--- config.mk ---
export PLATFORM = sky130hd
export DESIGN_NAME = axi_lite_master_arbiter
export DESIGN_NICKNAME = d
export VERILOG_FILES = /design/src/rtl/axi_lite_master_arbiter.sv
export SDC_FILE = /design/constraint.sdc
export NUM_CORES = 1
export LEC_CHECK = 0
export BUFFER_PORTS_ARGS = -buffer_cell sky130_fd_sc_hd__buf_2
export CAP_MARGIN = 10
export CORE_AREA = 2 2 123 125
export DETAILED_ROUTE_END_ITERATION = 10
export DIE_AREA = 0 0 125 127
export GPL_TIMING_DRIVEN = 0
export PLACE_DENSITY = 0.85
export SETUP_SLACK_MARGIN = 0.02
export SLEW_MARGIN = 20
export SYNTH_ARGS = -nofsm -noshare
export SYNTH_HDL_FRONTEND = slang
export SYNTH_SLANG_ARGS = --single-unit
--- constraint.sdc ---
create_clock -name M_AXI_ACLK -period 3.67 [get_ports M_AXI_ACLK]
set_input_delay 0.1835 -clock M_AXI_ACLK [delete_from_list [all_inputs] [get_ports M_AXI_ACLK]]
set_output_delay 0.1835 -clock M_AXI_ACLK [all_outputs]
set_load 0.05 [all_outputs]
--- src/rtl/axi_lite_master_arbiter.sv ---
// rtl/axi_lite_master_arbiter.sv - two-port round-robin Avalon-MM arbiter in front of the AXI4-Lite master wrapper
// One transaction outstanding at a time; reads are bounded by a completion timeout.
module axi_lite_master_arbiter #(
  parameter int                      C_ADDR_WIDTH   = 32,
  parameter int                      C_DATA_WIDTH   = 32,
  parameter int                      C_TIMEOUT      = 1024,
  parameter logic [C_DATA_WIDTH-1:0] C_TIMEOUT_DATA = 32'hDEADDEAD
) (
  input  logic                      M_AXI_ACLK,
  input  logic                      M_AXI_ARESETN,
  input  logic                      r0_read,
  input  logic                      r0_write,
  input  logic [C_ADDR_WIDTH-1:0]   r0_addr,
  input  logic [C_DATA_WIDTH/8-1:0] r0_be,
  input  logic [C_DATA_WIDTH-1:0]   r0_wdata,
  output logic                      r0_waitreq,
  output logic                      r0_readvalid,
  output logic [C_DATA_WIDTH-1:0]   r0_readdata,
  input  logic                      r1_read,
  input  logic                      r1_write,
  input  logic [C_ADDR_WIDTH-1:0]   r1_addr,
  input  logic [C_DATA_WIDTH/8-1:0] r1_be,
  input  logic [C_DATA_WIDTH-1:0]   r1_wdata,
  output logic                      r1_waitreq,
  output logic                      r1_readvalid,
  output logic [C_DATA_WIDTH-1:0]   r1_readdata,
  output logic                      avalonRead,
  output logic                      avalonWrite,
  output logic [C_ADDR_WIDTH-1:0]   avalonAddr,
  output logic [C_DATA_WIDTH/8-1:0] avalonBE,
  output logic [C_DATA_WIDTH-1:0]   avalonWriteData,
  output logic                      avalonBeginTransfer,
  input  logic                      avalonWaitReq,
  input  logic                      avalonReadValid,
  input  logic [C_DATA_WIDTH-1:0]   avalonReadData,
  output logic                      timeout_err,
  output logic [1:0]                test_arb_state,
  output logic                      test_grant
);

  typedef enum logic [1:0] {
    S_IDLE   = 2'b00,
    S_CMD    = 2'b01,
    S_RDWAIT = 2'b10,
    S_DONE   = 2'b11
  } state_t;

  localparam logic [31:0] TO_LAST = (C_TIMEOUT > 0) ? 32'(C_TIMEOUT - 1) : 32'd0;

  state_t                    state_q, state_d;
  logic                      last_q, last_d;
  logic                      grant_q, grant_d;
  logic                      is_read_q, is_read_d;
  logic                      first_q, first_d;
  logic                      timeout_q, timeout_d;
  logic [C_ADDR_WIDTH-1:0]   addr_q, addr_d;
  logic [C_DATA_WIDTH/8-1:0] be_q, be_d;
  logic [C_DATA_WIDTH-1:0]   wdata_q, wdata_d;
  logic [C_DATA_WIDTH-1:0]   rdata_q, rdata_d;
  logic [31:0]               cnt_q, cnt_d;
  logic                      req0, req1, sel;
  logic                      in_cmd, done0, done1;

  assign req0 = r0_read | r0_write;
  assign req1 = r1_read | r1_write;

  always_comb begin
    state_d   = state_q;
    last_d    = last_q;
    grant_d   = grant_q;
    is_read_d = is_read_q;
    first_d   = 1'b0;
    timeout_d = 1'b0;
    addr_d    = addr_q;
    be_d      = be_q;
    wdata_d   = wdata_q;
    rdata_d   = rdata_q;
    cnt_d     = cnt_q;
    sel       = 1'b0;
    case (state_q)
      S_IDLE: begin
        if (req0 || req1) begin
          // On a tie the port not granted last wins.
          sel       = (req0 && req1) ? ~last_q : req1;
          grant_d   = sel;
          last_d    = sel;
          is_read_d = sel ? r1_read : r0_read;
          addr_d    = sel ? r1_addr : r0_addr;
          be_d      = sel ? r1_be : r0_be;
          wdata_d   = sel ? r1_wdata : r0_wdata;
          first_d   = 1'b1;
          state_d   = S_CMD;
        end
      end
      S_CMD: begin
        if (!avalonWaitReq) begin
          cnt_d   = 32'd0;
          state_d = is_read_q ? S_RDWAIT : S_DONE;
        end
      end
      S_RDWAIT: begin
        if (avalonReadValid) begin
          rdata_d = avalonReadData;
          state_d = S_DONE;
        end else if (C_TIMEOUT != 0 && cnt_q == TO_LAST) begin
          rdata_d   = C_TIMEOUT_DATA;
          timeout_d = 1'b1;
          state_d   = S_DONE;
        end else begin
          cnt_d = cnt_q + 32'd1;
        end
      end
      S_DONE:  state_d = S_IDLE;
      default: state_d = S_IDLE;
    endcase
  end

  always_ff @(posedge M_AXI_ACLK or negedge M_AXI_ARESETN) begin
    if (!M_AXI_ARESETN) begin
      state_q   <= S_IDLE;
      last_q    <= 1'b1;
      grant_q   <= 1'b0;
      is_read_q <= 1'b0;
      first_q   <= 1'b0;
      timeout_q <= 1'b0;
      addr_q    <= '0;
      be_q      <= '0;
      wdata_q   <= '0;
      rdata_q   <= '0;
      cnt_q     <= 32'd0;
    end else begin
      state_q   <= state_d;
      last_q    <= last_d;
      grant_q   <= grant_d;
      is_read_q <= is_read_d;
      first_q   <= first_d;
      timeout_q <= timeout_d;
      addr_q    <= addr_d;
      be_q      <= be_d;
      wdata_q   <= wdata_d;
      rdata_q   <= rdata_d;
      cnt_q     <= cnt_d;
    end
  end

  // Everything below decodes registered state, so reset reaches the outputs without a clock.
  assign in_cmd              = (state_q == S_CMD);
  assign avalonRead          = in_cmd & is_read_q;
  assign avalonWrite         = in_cmd & ~is_read_q;
  assign avalonAddr          = in_cmd ? addr_q : '0;
  assign avalonBE            = in_cmd ? be_q : '0;
  assign avalonWriteData     = in_cmd ? wdata_q : '0;
  assign avalonBeginTransfer = in_cmd & first_q;

  assign done0        = (state_q == S_DONE) & ~grant_q;
  assign done1        = (state_q == S_DONE) & grant_q;
  assign r0_waitreq   = ~done0;
  assign r1_waitreq   = ~done1;
  assign r0_readvalid = done0 & is_read_q;
  assign r1_readvalid = done1 & is_read_q;
  assign r0_readdata  = r0_readvalid ? rdata_q : '0;
  assign r1_readdata  = r1_readvalid ? rdata_q : '0;

  assign timeout_err    = timeout_q;
  assign test_arb_state = state_q;
  assign test_grant     = grant_q;

endmodule

==> metrics.yaml <==
floorplanning:
  fp.dieH_microns: 127
  dieWidth_microns: 125
  top_level_ports: 319
  initial_utilization_pct: 51.52
  core_area_sq_um: 14420
  die-area_sq_um: 15880
  rows: 44
power_and_ir_drop:
  power_frac_seq_pct: 28.7
  power_switching_mw: 4.288
  p_per_area_nw_per_um2: 866.5
  p_comb_share_pct: 52.2
  p_leak_nw: 5.226
  peakVddDrop_v: 0.0006080
  clkPwrFrac_pct: 19.2
  p_sw_share_pct: 48.92
  internal_power_mw: 4.477
flow_run:
  maxCapViolCount: 0
outcome:
  status: "complete, no violations"
clock_network:
  max-clock-path-buffers: 2
  postCtsSetupRepairBufs: 0
  clock_sinks: 139
  cts_buffers: 17
  clock-root-buffer: "clkbuf_16"
  clock_latency_ns: 0.42
  cts_tree: "built"
  h-tree-depth: 4
  clkSlewWorstSetupHoldPaths_ns: 0.06
final_layout:
  drive_above_1_share_pct: 32.66
  final_common_cell: "buf_2"
  num-nets-final: 1312
  fillerInstances: 1117
  final_cell_mix: "buf_2 (329), dfrtp_1 (138), and2_1 (136), o21ai_0 (88), nand2_1 (85)"
  area_delta_synth_final_pct: 36.12
synth:
  yosysSeqAreaShare_pct: 46.83
  yosys_warnings: 0
  synth_compound_area_share_pct: 14.80
  synth.area.top_cells: "dfrtp_1 (46%), and2_1 (11%), mux2i_1 (9.2%)"
  synth_cells: 769
  synthesis.nets: 951
  synth_top_family_by_area: "simple AND/OR/NAND/NOR gates"
  post_synth.cell_area_avg_sq_um: 9.663
  ys_async_sr_fraction_pct: 100.0
  ys_types: 50
  syn_area_sq_um: 7431
  yosysTopAreaCellShare_pct: 46.47
  synthXorXnorAreaFrac_pct: 0.4715
  synthMuxAreaShare_pct: 9.311
  synth_flop_cell: "dfrtp_1"
  synth-seq-cells: 139
  synth_fa_ha_area_share_pct: 1.010
  synth_top_area_cell: "dfrtp_1"
  synth_edf_count: 0
  yosys.area_share.simple_pct: 24.15
placed_design:
  port-buffer-count: 318
  place_hpwl_microns: 17720
  gp_congestion: 0.9204
worst_setup_path:
  critPathLaunch: "test_arb_state[1]$_DFFE_PN0P_"
  cp_top_family: "simple AND/OR/NAND/NOR gates"
  cp_num_buf_inv: 4
  max_stage_delay_ns: 0.61
  rr_startpoint: "test_arb_state[1]$_DFFE_PN0P_"
  timing.rr.end: "cnt_q[26]$_DFFE_PN0P_"
  crit_fanout: 10
  required_ns: 3.97
  path_cells: "inv_1, ha_1, buf_2, nor2_1, or2_2, clkbuf_1, nor2_1, buf_2, nor2_1"
  cp.arrival_ns: 3.17
  crit_cells: 9
  crit_top_cell: "nor2_1"
  r2r_slack_ns: 0.80
  critPathSlowestCell: "nor2_1"
  cp-start-kind: "register"
  endpoint_kind: "register"
  crit_type: "register to register"
  crit_path_end: "cnt_q[26]$_DFFE_PN0P_"
  r2r_cells: 9
timing:
  rsz0062_at_grt: "no"
  period_needed_ns: 2.872
  maxSlewViolCount: 0
  clock.fmax_mhz: 348.2
  setup_viol: 0
  tightest_slew_ns: 0.7522
  hold_viol_final: 0
  fin_hold_ws_ns: 0.01290
  tns_ns: 0
  post-route-period-util_pct: 78.26
  skew_ns: 0.006971
  max_slew_margin_pct: 49.85
grt:
  grt_max_degree: 88
  grt-ovfl-total: 0
  antenna_found_initial: 9
  grt_pass1_wl_microns: 37520
  grt.total_usage_pct: 29.74
  grt_pass1_vias: 7353
min_path:
  worstHoldStart: "avalonReadData[1]"
  hold_path_class: "input port to register"
route:
  postRouteAntennaNets: 0
  first_iter_violations: 349
  routedWlPerCell_microns: 18.06
  drc: 0
  drt_pass1_iterations: 5
  via_per_inst: 5.536
  vias: 7391
  wl_microns: 24110
## power groups by stage
stage	Sequential (mW)	Clock, mW	Combinational [mW]
detailed placement	2.51	0	4.51
global route	2.58	1.76	4.88
finish	2.51	1.68	4.57
floorplan	2.44	0	3.34
CTS	2.50	1.69	4.56
global placement	2.48	0	4.43
## flip-flops by register name (all words and copies together) (netlist names)
register and cells:
test_arb_state 2, last_q 1, test_grant 1, be_q 4
timeout_err 1, rdata_q 32, addr_q 32, cnt_q 32
wdata_q 32, first_q 1, is_read_q 1
## synth_stat cells, types with 3 or more instances
| master | instances |
|---|---|
| clkbuf_1 | 36 |
| o211ai_1 | 3 |
| nand2_1 | 85 |
| nand4_1 | 13 |
| xor2_1 | 4 |
| or3_1 | 7 |
| o31ai_1 | 11 |
| or4_1 | 4 |
| inv_1 | 6 |
| a31oi_1 | 3 |
| nand2b_1 | 6 |
| a22o_1 | 15 |
| and3_1 | 7 |
| nor2_1 | 20 |
| o22a_1 | 22 |
| mux2i_1 | 68 |
| buf_2 | 12 |
| o311ai_0 | 3 |
| nand3_1 | 14 |
| and4_1 | 7 |
| nor3_1 | 4 |
| dfrtp_1 | 138 |
| o21ai_0 | 88 |
| nor4_1 | 7 |
| a21oi_1 | 15 |
| and2_1 | 136 |
| ha_1 | 6 |
## repair_timing
item,4_1_cts,5_1_grt
resized for setup,0,0
endpoints found under the hold margin,74,0
hold buffers,23,0
## kinds of logic (layout without fill, tap and decap cells)
logic type / after synthesis / after routing
and+or+nand+nor: 319 / 319
AOI/OAI and AO/OA: 173 / 173
DFF: 139 / 139
muxes: 69 / 69
buffers and inverters: 59 / 432
adders and majority gates: 6 / 6
xor gates and xnor gates: 4 / 4
other: 0 / 9
## metrics by stage
| step | power (mW) | worst slack (ns) | util [%] | cell area, sq um | cells |
|---|---|---|---|---|---|
| floorplan | 5.786 | 1.120 | - | 7431 | 769 |
| global placement | 6.913 | 0.4194 | 64.15 | 9253 | 1271 |
| detailed placement | 7.024 | 0.8594 | 64.41 | 9290 | 1272 |
| CTS | 8.752 | 0.8389 | 69.97 | 10090 | 1326 |
| global route | 9.219 | 0.6468 | 70.12 | 10110 | 1335 |
| finish | 8.765 | 0.7977 | 70.12 | 10110 | 1335 |
## worst min path at each step
stage	endpoint	cells past startpoint
3_5_place_dp	cnt_q[26]$_DFFE_PN0P_	1
6_report	rdata_q[1]$_DFFE_PN0P_	2
3_3_place_gp	rdata_q[20]$_DFFE_PN0P_	2
4_1_cts	rdata_q[8]$_DFFE_PN0P_	2
2_1_floorplan	addr_q[0]$_DFFE_PN0P_	0
5_1_grt	rdata_q[6]$_DFFE_PN0P_	2
## cell type report
class | count | area, sq um | share of cell area, %
multi-input cells | 571 | 3696 | 36.54
clock buffers | 24 | 481.7 | 4.762
inverters | 6 | 22.52 | 0.2227
clock inverters | 7 | 90.09 | 0.8906
diodes | 9 | 22.52 | 0.2227
repair buffers | 342 | 1859 | 18.38
plain buffers | 53 | 232.7 | 2.301
flip-flops and latches | 139 | 3480 | 34.40
well taps | 184 | 230.2 | 2.276
## metal layers
layer	track usage (%)	up-vias	wire length, microns	share of wire, %
met5	0	-	0	0
met4	16.27	0	843	3.5
met3	7.831	55	1990	8.3
met2	52.21	334	12510	52
met1	33.11	3552	8766	36
li1	-	3450	-	-
(Power assumes the default switching activity.)
